[src/rtl/button_conditioner.sv]
// Per-bit push-button front end for an SR latch bank. Each raw level is synchronised,
// debounced, and turned into a one-cycle set pulse on press. Consumer acks become reset pulses.
module button_conditioner #(
  parameter int width         = 8,
  parameter int stable_cycles = 16,
  parameter int cnt_width     = 5
) (
  input  logic             clk,
  input  logic             reset,
  input  logic [width-1:0] btn_raw,
  input  logic [width-1:0] clear,
  output logic [width-1:0] s,
  output logic [width-1:0] r,
  output logic [width-1:0] pressed
);

  localparam logic [cnt_width-1:0] last_count = cnt_width'(stable_cycles - 1);
  localparam logic [cnt_width-1:0] one_count  = cnt_width'(1);
  localparam logic [cnt_width-1:0] zero_count = {cnt_width{1'b0}};

  logic [width-1:0]     sync_a_r;
  logic [width-1:0]     sync_b_r;
  logic [width-1:0]     stable_r;
  logic [width-1:0]     stable_next_s;
  logic [width-1:0]     rise_s;
  logic [cnt_width-1:0] count_r      [width];
  logic [cnt_width-1:0] count_next_s [width];

  // Debounce: a level is accepted only after stable_cycles consecutive differing samples.
  always_comb begin
    stable_next_s = stable_r;
    rise_s        = {width{1'b0}};
    for (int i = 0; i < width; i++) begin
      count_next_s[i] = zero_count;
      if (sync_b_r[i] != stable_r[i]) begin
        if (count_r[i] == last_count) begin
          stable_next_s[i] = sync_b_r[i];
          count_next_s[i]  = zero_count;
        end else begin
          count_next_s[i]  = count_r[i] + one_count;
        end
      end else begin
        count_next_s[i] = zero_count;
      end
    end
    rise_s = stable_next_s & ~stable_r;
  end

  // State and output registers; r is forced high through reset so the latch is cleared.
  always_ff @(posedge clk) begin
    if (reset) begin
      sync_a_r <= {width{1'b0}};
      sync_b_r <= {width{1'b0}};
      stable_r <= {width{1'b0}};
      s        <= {width{1'b0}};
      r        <= {width{1'b1}};
      for (int i = 0; i < width; i++) begin
        count_r[i] <= zero_count;
      end
    end else begin
      sync_a_r <= btn_raw;
      sync_b_r <= sync_a_r;
      stable_r <= stable_next_s;
      s        <= rise_s;
      // A fresh press beats a simultaneous ack, since the latch itself favours r.
      r        <= clear & ~rise_s;
      for (int i = 0; i < width; i++) begin
        count_r[i] <= count_next_s[i];
      end
    end
  end

  assign pressed = stable_r;

endmodule

[config.mk]
export PLATFORM = sky130hd
export DESIGN_NAME = button_conditioner
export DESIGN_NICKNAME = d
export VERILOG_FILES = /design/src/rtl/button_conditioner.sv
export SDC_FILE = /design/constraint.sdc
export NUM_CORES = 1
export LEC_CHECK = 0
export ABC_AREA = 0
export BUFFER_PORTS_ARGS = -buffer_cell sky130_fd_sc_hd__buf_4
export CORE_MARGIN = 1
export CORE_UTILIZATION = 50
export DETAILED_ROUTE_END_ITERATION = 6
export PLACE_DENSITY = 0.73
export REMOVE_ABC_BUFFERS = 1
export SYNTH_ARGS = -nofsm -noshare
export SYNTH_HDL_FRONTEND = slang
export SYNTH_SLANG_ARGS = --single-unit
[constraint.sdc]
create_clock -name clk -period 1.32 [get_ports clk]
set_input_delay 0.33 -clock clk [delete_from_list [all_inputs] [get_ports clk]]
set_output_delay 0.33 -clock clk [all_outputs]
set_load 0.01 [all_outputs]
==> run metrics <==
status complete, but fails checks; failing checks negative setup slack; DR WL/cell 11.5 um; Post-Synthesis Cells 262; Final Cycle Share 103%; Vias/cell 4.67; Worst Setup Path Type register to register; Worst R2R End count_r[1][1]; Worst Reg-to-Reg Cells 5; setup tns final -0.837 ns; #FFs+latches synth 80; GR Util All Layers 17.8%; worst path required time 1.60 ns; pwr dens 1090 nW/um^2; Yosys cell types 20; vias in the first global route 1,913; sequential fraction of the synthesis area 57.2%; DRC 0; worst r2r src count_r[1][0]; Fin Clk Skew 0.00600 ns; Vias 1,934; Arr. time, crit path 1.64 ns; hold_sp btn_raw[7]; GRT overflow 0; Max Clock Freq 0.735 GHz; Max Cap Viol 0; row count 26; pre-CTS WS -0.159 ns; GP Congestion 0.712; Starting Density 53.5%; Syn-to-layout area delta 40.6%; max-slew violation count 0; Min-Delay Endpoint sync_a_r[7]; die width 76.9 um; Post-synth EDFFs 0; RSZ-0062 raised after global routing true; hold depth 2; # nets final 373; startpoint types register; initial antenna violation count 0; Detailed Route WL 4.77 mm; Worst R2R Setup Slack -0.04 ns; first-pass GRT wire length 8.09 mm; Slew @ Worst Pin 0.397 ns; Synth Flop Type dfxtp_1; die span in y 76.9 um; Worst IR Drop VDD 1040 uV; Syn. warnings 0; CTS clk-pin slew, worst paths 0.08 ns; switching share of total power 21.1%; Flop pwr share 57.7%; Finish-stage setup viols 39; Core ar. 5240 sq um; Syn Std Cell Area 2800 sq um; crit end category register; die area 5910 sq um; largest net degree at the start of global routing 39; ant diodes 0; P_int 3.39 mW; Hold Crit Class primary input to register; post-synth top area share 57.2%; Hold Vio Cnt, Final 0; hold slack 0.196 ns; Final Util 75.2%; NetSw 905 uW; clk buf depth 2; # H-tree levels 3; crit path max fanout 5; Sink Count 80; Avg Cell Area, Syn 10.7 sq um; Leak Pwr 1.53 nW; Period minus WS final 1.36 ns; fin worst setup slack -0.0402 ns; CTS Buf Count 9; clk_lat worst skew 0.34 ns; top-count cell post-synth dfxtp_1; IO buf count 41; Post-DP HPWL 2.91 mm; most frequent cells after synthesis dfxtp_1, nor2_1, ha_1, inv_1, xnor2_1; dominant cells by area after synthesis dfxtp_1, nor2_1, ha_1; 1st-pass router iterations 4; dominant cell type by area after synthesis dfxtp_1; share of post-route cells with drive strength above 1 48.3%; Logic pwr share 4.2%; IO Pins 42; CTS Root Cell clkbuf_8; DRT iter0 DRCs 20; Routed Antenna Nets 0; Slew HR 73.6%; clock tree from TritonCTS built; Synth async-reset ratio 0%; Clock power frac 38.1%
[through the flow]
stage	instances	instance area (sq um)	total power [mW]
after floorplan	257	2770	2.59
after global placement	396	3380	2.69
after detailed placement	396	3380	2.70
after CTS	413	3820	4.33
after global routing	414	3940	4.46
final	414	3940	4.29
[power by group through the flow]
stage | Combinational (mW) | Sequential, mW | Clock [mW]
finish | 0.178 | 2.48 | 1.64
global route | 0.198 | 2.48 | 1.78
CTS | 0.174 | 2.48 | 1.68
detailed placement | 0.168 | 2.53 | 0
global placement | 0.165 | 2.53 | 0
floorplan | 0.0575 | 2.53 | 0
[registers in the layout, summed over array words and instances (netlist names)]
name,cells
sync_a_r,8
count_r,40
sync_b_r,8
r,8
s,8
pressed,8
[how the worst max path moves through the flow]
stage | cells past startpoint | from | endpoint | slack [ns]
final | 5 | count_r[1][0] | count_r[1][1] | -0.04
after global routing | 5 | count_r[1][15] | count_r[1][18] | -0.11
after CTS | 5 | count_r[1][15] | count_r[1][15] | -0.04
after detailed placement | 5 | count_r[1][0] | count_r[1][4] | -0.16
after global placement | 5 | count_r[1][0] | count_r[1][3] | -0.13
after floorplan | 5 | count_r[0][15] | count_r[0][17] | -0.13
[layout make-up]
cell class | instances | area, sq um
multi-input cells | 161 | 1430
flip-flops and latches | 80 | 1620
well taps | 70 | 87.6
clock buffers | 13 | 169
repair buffers | 71 | 559
clock inverters | 3 | 15.0
fillers | 336 | 1300
inverters | 16 | 60.1
[placed cells by master, fill, tap and decap left out, drive strengths merged, types with 3 or more instances in the layout]
cell type and n:
clkinv 3, mux2i 7, or3 8, dfxtp 80, nand3 8, and4bb 7, and3 8, xor2 8
nor2b 13, xnor2 16, and2b 3, ha 16, nor2 63, buf 71, clkbuf 13, inv 16
[kinds of logic (layout without fill, tap and decap cells)]
logic type	count (synthesis)	count (layout)	share of synthesized area, %
AO/OA/AOI/OAI	1	1	0.178
XOR/XNOR	24	24	7.50
adder cells (fa/ha/maj)	16	16	7.15
buffers and inverters	21	103	3.22
flip-flops	80	80	57.2
multiplexers	7	7	2.50
AND/OR/NAND/NOR	113	113	22.3
[critical path, cell delays in order, from the launching register on]
cell	delay, ns
dfxtp_2	0.34
ha_4	0.15
and3_4	0.18
ha_4	0.16
or3_4	0.37
nor2_1	0.10
[what timing repair did]
action / CTS / global route
setup buffers: 1 / 1
gates resized for setup: 58 / 33
gates cloned: 0 / 0
endpoints found under the setup margin: 61 / 57
pin swaps: 46 / 13
hold buffers: 0 / 0
[metal layers]
| metal | GRT usage [%] | part of all wire, % |
|---|---|---|
| met5 | 0 | 0 |
| met4 | 6.73 | 1.8 |
| met3 | 7.14 | 4.7 |
| met2 | 30.9 | 48 |
| met1 | 19.4 | 45 |
Power figures use the tool's default switching activity.
